File: src/rtl/axi4s_prbs_monitor_if.sv
// AXI4-Stream error-pattern link from the PRBS checker into the monitor.
interface axi4s_prbs_monitor_if #(
  parameter int TDATA_WIDTH = 8
) ();
  logic                   tvalid;
  logic                   tready;
  logic [TDATA_WIDTH-1:0] tdata;
  logic                   tlast;

  modport master (output tvalid, output tdata, output tlast, input  tready);
  modport slave  (input  tvalid, input  tdata, input  tlast, output tready);
endinterface

File: src/rtl/axi4s_prbs_monitor.sv
// PRBS error-pattern sink: popcount stage, SEARCH/LOCKED lock FSM and
// saturating BER statistics for register readout.
module axi4s_prbs_monitor #(
  parameter int TDATA_WIDTH     = 8,
  parameter int CNT_WIDTH       = 32,
  parameter int LOCK_BEATS      = 16,
  parameter int LOSS_BEATS      = 4,
  parameter int BEAT_ERR_THRESH = 2
) (
  input  logic                 aclk,
  input  logic                 aresetn,
  axi4s_prbs_monitor_if.slave  target,
  input  logic                 clear,
  output logic                 locked,
  output logic [CNT_WIDTH-1:0] beat_count,
  output logic [CNT_WIDTH-1:0] bit_err_count,
  output logic [CNT_WIDTH-1:0] pkt_count,
  output logic [CNT_WIDTH-1:0] pkt_err_count,
  output logic [CNT_WIDTH-1:0] lock_loss_count
);
  localparam int PCW = $clog2(TDATA_WIDTH + 1);
  localparam int CLW = $clog2(LOCK_BEATS + 1);
  localparam int BLW = $clog2(LOSS_BEATS + 1);

  localparam logic [0:0] SEARCH = 1'b0;
  localparam logic [0:0] LOCKED = 1'b1;

  logic [0:0]     state;
  logic           ready_q;
  logic           s1_vld;
  logic [PCW-1:0] s1_pc;
  logic           s1_last;
  logic [PCW-1:0] pc;
  logic [CLW-1:0] clean_run;
  logic [BLW-1:0] bad_run;
  logic           pkt_err;
  logic           beat_bad;

  function automatic logic [CNT_WIDTH-1:0] sat_inc(input logic [CNT_WIDTH-1:0] c);
    return (&c) ? c : c + 1'b1;
  endfunction

  // Sum is one bit wider than the counter so overflow is visible before clamping.
  function automatic logic [CNT_WIDTH-1:0] sat_add(input logic [CNT_WIDTH-1:0] c,
                                                   input logic [PCW-1:0]       p);
    logic [CNT_WIDTH:0] s;
    s = {1'b0, c} + (CNT_WIDTH+1)'(p);
    return s[CNT_WIDTH] ? {CNT_WIDTH{1'b1}} : s[CNT_WIDTH-1:0];
  endfunction

  always_comb begin
    pc = '0;
    for (int i = 0; i < TDATA_WIDTH; i++) pc = pc + PCW'(target.tdata[i]);
  end

  assign target.tready = ready_q;
  assign locked        = (state == LOCKED);
  assign beat_bad      = int'(s1_pc) > BEAT_ERR_THRESH;

  always_ff @(posedge aclk) begin
    if (!aresetn) begin
      state           <= SEARCH;
      ready_q         <= 1'b0;
      s1_vld          <= 1'b0;
      s1_pc           <= '0;
      s1_last         <= 1'b0;
      clean_run       <= '0;
      bad_run         <= '0;
      pkt_err         <= 1'b0;
      beat_count      <= '0;
      bit_err_count   <= '0;
      pkt_count       <= '0;
      pkt_err_count   <= '0;
      lock_loss_count <= '0;
    end else begin
      ready_q <= 1'b1;
      s1_vld  <= target.tvalid & ready_q;
      if (target.tvalid & ready_q) begin
        s1_pc   <= pc;
        s1_last <= target.tlast;
      end

      if (s1_vld) begin
        if (state == SEARCH) begin
          if (s1_pc == '0) begin
            if (clean_run == CLW'(LOCK_BEATS - 1)) begin
              state     <= LOCKED;
              clean_run <= '0;
              bad_run   <= '0;
              pkt_err   <= 1'b0;
            end else begin
              clean_run <= clean_run + 1'b1;
            end
          end else begin
            clean_run <= '0;
          end
        end else begin
          beat_count    <= sat_inc(beat_count);
          bit_err_count <= sat_add(bit_err_count, s1_pc);
          if (s1_last) begin
            pkt_count <= sat_inc(pkt_count);
            if (pkt_err || s1_pc != '0) pkt_err_count <= sat_inc(pkt_err_count);
            pkt_err <= 1'b0;
          end else if (s1_pc != '0) begin
            pkt_err <= 1'b1;
          end
          // Losing beat is still counted above; a partial packet is simply dropped.
          if (beat_bad) begin
            if (bad_run == BLW'(LOSS_BEATS - 1)) begin
              state           <= SEARCH;
              lock_loss_count <= sat_inc(lock_loss_count);
              bad_run         <= '0;
              clean_run       <= '0;
              pkt_err         <= 1'b0;
            end else begin
              bad_run <= bad_run + 1'b1;
            end
          end else begin
            bad_run <= '0;
          end
        end
      end

      // Later assignment wins: clear drops this cycle's statistics update.
      if (clear) begin
        beat_count      <= '0;
        bit_err_count   <= '0;
        pkt_count       <= '0;
        pkt_err_count   <= '0;
        lock_loss_count <= '0;
      end
    end
  end
endmodule
File: src/flat_wrapper.sv
// flat-port wrapper written by rule: the top's interface ports become plain ports
module axi4s_prbs_monitor_flat 
#(
  parameter int TDATA_WIDTH     = 8,
  parameter int CNT_WIDTH       = 32,
  parameter int LOCK_BEATS      = 16,
  parameter int LOSS_BEATS      = 4,
  parameter int BEAT_ERR_THRESH = 2
)
  (aclk, aresetn, clear, locked, beat_count, bit_err_count, pkt_count, pkt_err_count, lock_loss_count, target_tvalid, target_tdata, target_tlast, target_tready);
  axi4s_prbs_monitor_if #(.TDATA_WIDTH(TDATA_WIDTH)) target_i ();
  input  logic aclk;
  input  logic aresetn;
  input  logic clear;
  output logic locked;
  output logic [CNT_WIDTH-1:0] beat_count;
  output logic [CNT_WIDTH-1:0] bit_err_count;
  output logic [CNT_WIDTH-1:0] pkt_count;
  output logic [CNT_WIDTH-1:0] pkt_err_count;
  output logic [CNT_WIDTH-1:0] lock_loss_count;
  input wire logic [$bits(target_i.tvalid)-1:0] target_tvalid;
  input wire logic [$bits(target_i.tdata)-1:0] target_tdata;
  input wire logic [$bits(target_i.tlast)-1:0] target_tlast;
  output wire logic [$bits(target_i.tready)-1:0] target_tready;
  assign target_i.tvalid = target_tvalid;
  assign target_i.tdata = target_tdata;
  assign target_i.tlast = target_tlast;
  assign target_tready = target_i.tready;
  axi4s_prbs_monitor #(.TDATA_WIDTH(TDATA_WIDTH), .CNT_WIDTH(CNT_WIDTH), .LOCK_BEATS(LOCK_BEATS), .LOSS_BEATS(LOSS_BEATS), .BEAT_ERR_THRESH(BEAT_ERR_THRESH)) u_core (.aclk(aclk), .aresetn(aresetn), .target(target_i), .clear(clear), .locked(locked), .beat_count(beat_count), .bit_err_count(bit_err_count), .pkt_count(pkt_count), .pkt_err_count(pkt_err_count), .lock_loss_count(lock_loss_count));
endmodule
File: config.mk
export PLATFORM = sky130hd
export DESIGN_NAME = axi4s_prbs_monitor_flat
export DESIGN_NICKNAME = d
export VERILOG_FILES = /design/src/rtl/axi4s_prbs_monitor_if.sv /design/src/rtl/axi4s_prbs_monitor.sv /design/src/flat_wrapper.sv
export SDC_FILE = /design/constraint.sdc
export NUM_CORES = 1
export LEC_CHECK = 0
export BUFFER_PORTS_ARGS = -buffer_cell sky130_fd_sc_hd__clkbuf_2
export CAP_MARGIN = 40
export CORE_ASPECT_RATIO = 1.25
export CORE_MARGIN = 2
export CORE_UTILIZATION = 45
export DETAILED_ROUTE_END_ITERATION = 6
export PLACE_DENSITY = 0.72
export SYNTH_ARGS = -nofsm -noshare
export SYNTH_HDL_FRONTEND = slang
export SYNTH_SLANG_ARGS = --single-unit
File: constraint.sdc
create_clock -name aclk -period 6.2 [get_ports aclk]
set_input_delay 0.62 -clock aclk [delete_from_list [all_inputs] [get_ports aclk]]
set_output_delay 0.62 -clock aclk [all_outputs]
set_load 0.02 [all_outputs]
==> impl_metrics.tcl, run 1 <==
set metrics [dict create \
    ir_drop_mv 0.183 \
    cts.path.max_buffers 2 \
    core_area_sq_um 20000 \
    tritoncts.num_buffers 17 \
    grt_pass1_vias 7877 \
    insertion_delay_ps 440 \
    dp_hpwl_mm 16.6 \
    hold_buffers 0 \
    die_w_um 132 \
    cts_root_buffer "clkbuf_16" \
    critPathMaxFanout 2 \
    final_net_count 1282 \
    io_pins 175 \
    worst_pin_slew_ps 820 \
    cts_setup_buffers 0 \
    slew_violations 0 \
    cts_resized 0 \
    wirelength_mm 23.7 \
    p_leak_nw 3.79 \
    antenna_cells 0 \
    netlist_instances 1100 \
    route.met2.wl_mm 11.9 \
    cp-startpoint "target_tdata[0]" \
    synth-seq-cells 177 \
    slew-limit-headroom_pct 45.2 \
    setup_tns_ps 0 \
    power_density_nw_per_um2 206 \
    async_flop_share_pct 0 \
    antenna_found_initial 0 \
    die_h_um 164 \
    antenna_left 0 \
    vias_per_cell 5.79 \
    dr.pass1.iters 7 \
    worstSetupEndpointType "flip-flop" \
    row_count 58 \
    syn_avg_cell_area_sq_um 8.33 \
    ys_types 63 \
    yosys_warnings 0 \
    grt_pass1_wl_mm 38.5 \
    drtIter0Drc 484 \
    crit_arrival_ps 3140 \
    total_power_w 0.00223 \
    die_area_sq_um 21500 \
    worstHoldStart "target_tlast" \
    synth_nets 1131 \
    highest_layer "met4" \
    synth_edf_count 0 \
    synthesis.area_sq_um 9160 \
    setup_viol 0 \
    hold_class "primary input to flip-flop" \
    cts.sink_count 177 \
    clk_pin_slew_ps 70 \
    via_count 8869 \
    synth-main-ff-cell "dfxtp_1" \
    yosysSeqAreaShare_pct 38.7 \
    area_growth_pct 18.1 \
    wire_per_inst_um 15.4 \
    cts-htree-levels 4 \
    fin_skew_ps 14.5 \
    worstReg2RegStart "u_core.locked" \
    numPortBuffers 174 \
    fmax_ghz 0.357 \
    place_ws_ps 2930 \
    critPathLaunchType "primary input" \
    status "finished, final reports clean" \
    finalCriticalPeriod_ps 2800 \
    track_usage_pct 21.5 \
    cts_tree "built" \
    place.gp.congestion 0.848 \
    n_fill_cell 1933 \
    grt_max_degree 69 \
    m1WireLength_mm 10.4 \
    worstPathRequired_ps 6540 \
    grt_overflow 0 \
    drv_cap 0 \
    drive_above_1_share_pct 19.6 \
    min_period_over_period_pct 45.1 \
    dr_wl_met3_mm 1.01 \
    finalHoldViolCount 0 \
    post-route-drc-count 0 \
    rsz0062_at_grt "false" \
    setup_slack_ps 3400 \
    initial_core_util_pct 45.7 \
    worstSetupPathType "primary input to flip-flop" \
]
==> synthesized netlist by cell type (15+ instances only) <==
cell / number / area [sq um]
nand2_1: 98 / 368
dfxtp_1: 177 / 3540
nand3_1: 67 / 335
nand4_1: 51 / 319
xor2_1: 27 / 236
mux2i_1: 15 / 150
nor2_1: 60 / 225
or3_1: 60 / 375
a21oi_1: 105 / 526
clkbuf_1: 38 / 143
or4_1: 33 / 248
o21ai_0: 60 / 300
nor4_1: 21 / 131
xnor2_1: 20 / 175
nand2b_1: 19 / 119
inv_1: 29 / 109
and3_1: 19 / 119
o31ai_1: 24 / 180
==> power by group <==
group | total [W] | internal, W | switching [W]
clock network | 0.00100 | 0.000533 | 0.000469
registers | 0.00115 | 0.00114 | 0.00000614
logic | 0.0000806 | 0.0000277 | 0.0000529
==> layer usage <==
layer	GRT usage, %	vias up
li1	-	4426
met1	26.2	4228
met2	38.2	185
met3	4.19	30
met4	6.87	0
met5	0	-
==> critical path: stages <==
cell and delay (ps):
clkbuf_2 80, ha_1 270, inv_1 70, fa_1 420, fa_1 490, inv_1 50, fa_1 390, fa_1 390
xnor2_1 130, o21ai_0 70, and2_1 150
==> worst paths after layout <==
check,end,slack [ps],cells past startpoint
setup / recovery,u_core.s1_pc[2],3400,11
hold / removal,u_core.s1_last,430,3
setup reg to reg,u_core.pkt_err_count[27],3490,5
hold reg to reg,u_core.clean_run[4],440,2
==> flip-flops by register name, indices dropped and copies added (netlist names) <==
| name | count |
|---|---|
| u_core.lock_loss_count | 32 |
| u_core.locked | 1 |
| u_core.s1_last | 1 |
| u_core.s1_pc | 4 |
| u_core.bit_err_count | 32 |
| u_core.pkt_err_count | 32 |
| u_core.beat_count | 32 |
| u_core.bad_run | 3 |
| u_core.s1_vld | 1 |
| u_core.clean_run | 5 |
| u_core.pkt_count | 32 |
| u_core.pkt_err | 1 |
| u_core.target.tready | 1 |
==> cell usage in the layout, fill, tap and decap left out, types with 29 or more instances in the layout <==
| master | n |
|---|---|
| or4_1 | 33 |
| or3_1 | 60 |
| a21oi_1 | 105 |
| nand3_1 | 67 |
| nand2_1 | 98 |
| dfxtp_1 | 177 |
| nand4_1 | 51 |
| clkbuf_2 | 174 |
| o21ai_0 | 60 |
| nor2_1 | 60 |
| inv_1 | 29 |
==> kinds of logic after synthesis <==
group	Yosys count	synth area share, %
AO/OA/AOI/OAI	269	18.3
AND/OR/NAND/NOR	493	30.5
adder cells (fa/ha/maj)	18	2.87
buffers and inverters	81	3.51
flip-flops	177	38.7
XOR/XNOR	47	4.49
multiplexers	15	1.64
==> cell type report <==
| cell class | instances | area, sq um | share of cell area [%] |
|---|---|---|---|
| multi-input cells | 842 | 5320 | 49.1 |
| flip-flops and latches | 177 | 3540 | 32.7 |
| clock inverters | 11 | 80.1 | 0.740 |
| well taps | 270 | 338 | 3.12 |
| clock buffers | 20 | 457 | 4.22 |
| repair buffers | 184 | 976 | 9.02 |
| inverters | 29 | 109 | 1.01 |
==> metrics by stage <==
stage | instances | area [sq um] | util, % | hold slack [ps]
2_1_floorplan | 1100 | 9160 | - | 411
3_3_place_gp | 1496 | 10200 | 51.0 | 418
3_5_place_dp | 1502 | 10300 | 51.3 | 423
4_1_cts | 1533 | 10800 | 54.0 | 416
5_1_grt | 1533 | 10800 | 54.0 | 435
6_report | 1533 | 10800 | 54.0 | 426
(Power assumes the default switching activity.)
==> run 2: changes to the inputs <==
- PLACE_DENSITY: 0.72 -> 0.75
- clock period: 6.2 -> 2.3 ns (I/O delays scaled with it)
==> run 2 against run 1 <==
Critical path depth unchanged. Global-route usage increased by 0.65 points. The flow now finishes with violations (negative setup slack). Clock power increased to 3.0 times the previous value. Final cell count increased by 4.1%. Clock-buffer cell count decreased by 2. Total power increased to 2.9 times the previous value. Critical path type unchanged.
==> impl_metrics.tcl, run 2 (same netlist as run 1, synthesis figures left out) <==
set metrics [dict create \
    critPathLaunchType "primary input" \
    vias_per_cell 5.76 \
    most-common-layout-cells "177 x dfxtp_1, 172 x clkbuf_2, 105 x a21oi_1" \
    dr.pass1.iters 5 \
    antenna_cells 0 \
    rsz0062_at_grt "true" \
    die_h_um 164 \
    crit_arrival_ps 2650 \
    cts_tree "built" \
    fmax_ghz 0.429 \
    antenna_left 0 \
    fin_cells 1596 \
    final_net_count 1344 \
    power_density_nw_per_um2 556 \
    ir_drop_mv 0.483 \
    grt_max_degree 64 \
    worstSetupEndpointType "flip-flop" \
    worst_pin_slew_ps 635 \
    row_count 58 \
    status "finished with violations" \
    drtIter0Drc 477 \
    drive_above_1_share_pct 24.7 \
    track_usage_pct 22.1 \
    netSwitchingFraction_pct 23.6 \
    p_leak_nw 4.15 \
    clk_pin_slew_ps 70 \
    fin_skew_ps 12.5 \
    slew-limit-headroom_pct 57.0 \
    p_int_w 0.00485 \
    wire_per_inst_um 15.2 \
    numPortBuffers 174 \
    hold_ws_ps 89.0 \
    cts.sink_count 177 \
    worstHoldStart "target_tlast" \
    grt_pass1_vias 8403 \
    cp-startpoint "target_tdata[1]" \
    p_sw_w 0.00150 \
    final_common_cell "dfxtp_1" \
    fin_util_pct 57.1 \
    worstPathRequired_ps 2620 \
    comb_power_share_pct 4.3 \
    min_period_over_period_pct 101 \
    place_ws_ps -503 \
    p_clk_share_pct 47.1 \
    slew_violations 0 \
    core_area_sq_um 20000 \
    area_growth_pct 24.8 \
    critPathMaxFanout 2 \
    die_area_sq_um 21500 \
    worstReg2RegStart "u_core.pkt_count[14]" \
    io_pins 175 \
    wirelength_mm 24.3 \
    dp_hpwl_mm 17.8 \
    via_count 9186 \
    antenna_found_initial 0 \
    die_w_um 132 \
    grt_pass1_wl_mm 39.7 \
    tritoncts.num_buffers 17 \
    cts.path.max_buffers 2 \
    power_frac_seq_pct 48.6 \
    finalHoldViolCount 0 \
    post-route-drc-count 0 \
    initial_core_util_pct 45.7 \
    worstSetupPathType "primary input to flip-flop" \
    cts_root_buffer "clkbuf_16" \
    insertion_delay_ps 430 \
    setup_viol 2 \
    setup_slack_ps -32.1 \
    cts-htree-levels 4 \
    place.gp.congestion 0.862 \
    grt_overflow 0 \
    drv_cap 0 \
    hold_class "primary input to flip-flop" \
    violations "negative setup slack" \
    hold_buffers 0 \
    setup_tns_ps -43.8 \
    place_inst 1562 \
    finalCriticalPeriod_ps 2330 \
]
[run 2: routing by layer]
layer / GRT usage [%] / vias up / wire [um]
li1: - / 4569 / -
met1: 26.1 / 4376 / 10300
met2: 39.6 / 199 / 12400
met3: 4.00 / 42 / 930
met4: 9.39 / 0 / 690
met5: 0 / - / 0
[run 2: final timing paths]
check                                             to  slack, ps  cells after the start
worst max-delay path                 u_core.s1_pc[2]        -30                     11
worst min register to register   u_core.clean_run[4]        440                      2
worst max register to register  u_core.pkt_count[31]         90                      5
worst min-delay path                  u_core.s1_last         90                      3
[run 2: power groups by stage]
stage / combinational [W] / clock [W] / sequential, W
floorplan: 0.000165 / 0 / 0.00315
global route: 0.000305 / 0.00318 / 0.00309
global placement: 0.000252 / 0 / 0.00316
CTS: 0.000265 / 0.00307 / 0.00309
detailed placement: 0.000259 / 0 / 0.00316
finish: 0.000272 / 0.00299 / 0.00309
[run 2: final cells by class]
cell class	count	area (sq um)
Clock inverter	14	166
Inverter	29	109
Fill cell	1925	8590
Tap cell	270	338
Timing Repair Buffer	246	1440
Multi-Input combinational cell	842	5400
Sequential cell	177	3540
Clock buffer	18	439
[run 2: worst max-delay path, cell delays in order]
cell,delay (ps)
buf_6,100
ha_4,250
inv_2,30
fa_1,450
fa_1,490
inv_1,50
fa_2,350
fa_2,360
xnor2_2,120
o21ai_1,60
and2_1,150
[run 2: what timing repair did]
| item | 4_1_cts | 5_1_grt |
|---|---|---|
| setup endpoints to repair | 2 | 18 |
| cloned | 0 | 0 |
| resized for setup | 1 | 14 |
| buffers inserted | 1 | 1 |
| pin swaps | 2 | 2 |
[run 2: metrics by stage]
| step | total power [W] | instance area (sq um) |
|---|---|---|
| 2_1_floorplan | 0.00332 | 9180 |
| 3_3_place_gp | 0.00341 | 10700 |
| 3_5_place_dp | 0.00342 | 10700 |
| 4_1_cts | 0.00642 | 11400 |
| 5_1_grt | 0.00657 | 11400 |
| 6_report | 0.00636 | 11400 |
==> run 3: changes to the inputs <==
- ABC_AREA: default -> 1
- CTS_CLUSTER_DIAMETER: default -> 100
- MAX_ROUTING_LAYER: default -> met4
- PLACE_DENSITY: 0.75 -> 0.73
==> run 3 against run 2 <==
The run now ends clean. Maximum frequency rose by 2.6%. Total power fell by 1.1%. Clock-buffer cell count did not move. Sequential cell count did not move. Critical endpoint is now u_core.s1_pc[1].
==> impl_metrics.tcl, run 3 <==
set metrics [dict create \
    ys_types 41 \
    fmax_ghz 0.440 \
    drive_above_1_share_pct 15.3 \
    fin_skew_ps 17.5 \
    worst-path-buf-inv 3 \
    ys_top_cells_by_count "583 x nand2_1, 249 x nor2_1, 177 x dfxtp_1" \
    tritoncts.num_buffers 17 \
    io_pins 175 \
    crit_chain "buf_6, ha_4, inv_2, fa_1, fa_1, inv_1, fa_2, fa_2, o21ai_2, a21oi_2" \
    cts_root_buffer "clkbuf_16" \
    wire_per_inst_um 14.0 \
    synth-main-ff-cell "dfxtp_1" \
    area_growth_pct 17.0 \
    total_power_w 0.00629 \
    crit_arrival_ps 2660 \
    cts-htree-levels 4 \
    grt_max_degree 84 \
    final_common_cell "nand2_1" \
    min_period_over_period_pct 98.9 \
    die_area_sq_um 25600 \
    worstSetupPathType "primary input to flip-flop" \
    grt_pass1_vias 10651 \
    critPathSlowestCell "fa_2" \
    core_area_sq_um 23800 \
    yosys_warnings 0 \
    vias_per_cell 5.12 \
    slew_violations 0 \
    async_flop_share_pct 0 \
    ys_top_cells_by_area "dfxtp_1 32%, nand2_1 20%, nor2_1 8.5%" \
    finalHoldViolCount 0 \
    drv_cap 0 \
    power_density_nw_per_um2 491 \
    track_usage_pct 25.0 \
    final_net_count 1918 \
    p_leak_nw 5.11 \
    dr.pass1.iters 5 \
    place.gp.congestion 0.945 \
    die_h_um 178 \
    finalCriticalPeriod_ps 2270 \
    cts.path.max_buffers 2 \
    post-route-drc-count 0 \
    antenna_left 0 \
    status "finished, final reports clean" \
    row_count 63 \
    grt_overflow 0 \
    critPathMaxFanout 2 \
    rrSetupSlack_ps 180 \
    slew-limit-headroom_pct 67.0 \
    critPathLaunchType "primary input" \
    via_count 11397 \
    most-common-layout-cells "583 x nand2_1, 249 x nor2_1, 177 x dfxtp_1" \
    ir_drop_mv 0.542 \
    grt_pass1_wl_mm 50.4 \
    die_w_um 143 \
    cpPeakStageDelay_ps 540 \
    worst_pin_slew_ps 493 \
    cts_tree "built" \
    setup_tns_ps 0 \
    yosysMostFrequentCell "nand2_1" \
    netlist.area_leader.share_pct 32.4 \
    cts.sink_count 177 \
    antenna_cells 0 \
    syn_avg_cell_area_sq_um 6.38 \
    synth_edf_count 0 \
    synthesis.area_sq_um 10900 \
    insertion_delay_ps 450 \
    yosys.area.top_type "dfxtp_1" \
    worstPathRequired_ps 2680 \
    antenna_found_initial 0 \
    crit_family "adder cells" \
    drtIter0Drc 650 \
    wirelength_mm 31.2 \
    initial_core_util_pct 45.9 \
    worstSetupEndpointType "flip-flop" \
    netlist_instances 1714 \
    hold_buffers 0 \
    setup_viol 0 \
    rsz0062_at_grt "true" \
    hold_class "primary input to flip-flop" \
    yosysSeqAreaShare_pct 32.4 \
    numPortBuffers 174 \
    clk_pin_slew_ps 80 \
    synth-seq-cells 177 \
    synth_nets 1745 \
    dp_hpwl_mm 23.3 \
]
run 3: cell count changes after synthesis, moves of 22 or more:
cell / delta
a21oi_1: +22
xnor2_1: +23
nand3_1: +34
nand2_1: +485
o31ai_1: -23
o21ai_0: -32
nand3b_1: +23
inv_1: +110
nor2_1: +189
or3_1: -60
or4_1: -33
run 3: kinds of logic (layout without fill, tap and decap cells):
family          count (synthesis)  in the layout  synth area share, %
buf+inv                       194            380                 7.78
xor+xnor                       90             90                 7.21
fa+ha+maj                      18             18                 2.40
compound gates                170            170                 8.10
flops                         177            177                 32.4
simple gates                 1065           1065                 42.1
run 3: path summary, 6_finish.rpt:
check | startpoint | endpoint | cells past startpoint
setup / recovery | target_tdata[1] | u_core.s1_pc[1] | 10
hold / removal | target_tlast | u_core.s1_last | 3
setup reg to reg | u_core.bit_err_count[0] | u_core.bit_err_count[16] | 10
hold reg to reg | u_core.clean_run[4] | u_core.clean_run[4] | 2
run 3: final cells by class:
type / count / area, sq um
Clock inverter: 14 / 153
Clock buffer: 18 / 439
Inverter: 150 / 571
Tap cell: 325 / 407
Timing Repair Buffer: 198 / 1100
Sequential cell: 177 / 3540
Fill cell: 2460 / 11000
Multi-Input combinational cell: 1343 / 6580
run 3: power breakdown:
group | switching (W) | internal, W | leakage (nW)
sequential | 0.00000840 | 0.00307 | 1.43
clock | 0.00133 | 0.00164 | 0.291
combinational | 0.000148 | 0.0000779 | 3.39
total | 0.00149 | 0.00480 | 5.11
run 3: what timing repair did:
item | in CTS | in global routing
buffers inserted | 0 | 0
setup endpoints to repair | 0 | 2
gates resized for setup | 0 | 11
run 3: metal layers:
| metal | vias to the layer above | share of wire [%] | GRT usage (%) |
|---|---|---|---|
| met5 | - | 0 | - |
| met4 | 0 | 2.2 | 8.33 |
| met3 | 54 | 5.2 | 4.32 |
| met2 | 323 | 50 | 43.8 |
| met1 | 5221 | 43 | 28.9 |
| li1 | 5799 | - | - |
run 3: per-stage QoR:
step	worst slack (ps)	area, sq um	std cells	utilization [%]	hold WS (ps)
floorplan	-234	10900	1714	-	258
global placement	-374	12200	2193	51.1	420
detailed placement	-446	12200	2193	51.1	427
CTS	21.5	12700	2225	53.5	50.1
global route	-39.6	12800	2225	53.7	87.9
finish	26.3	12800	2225	53.7	67.6
run 3: worst min-delay path, cell delays in order:
cell and delay [ps]:
clkbuf_2 80, o21ai_0 70, a21oi_1 100
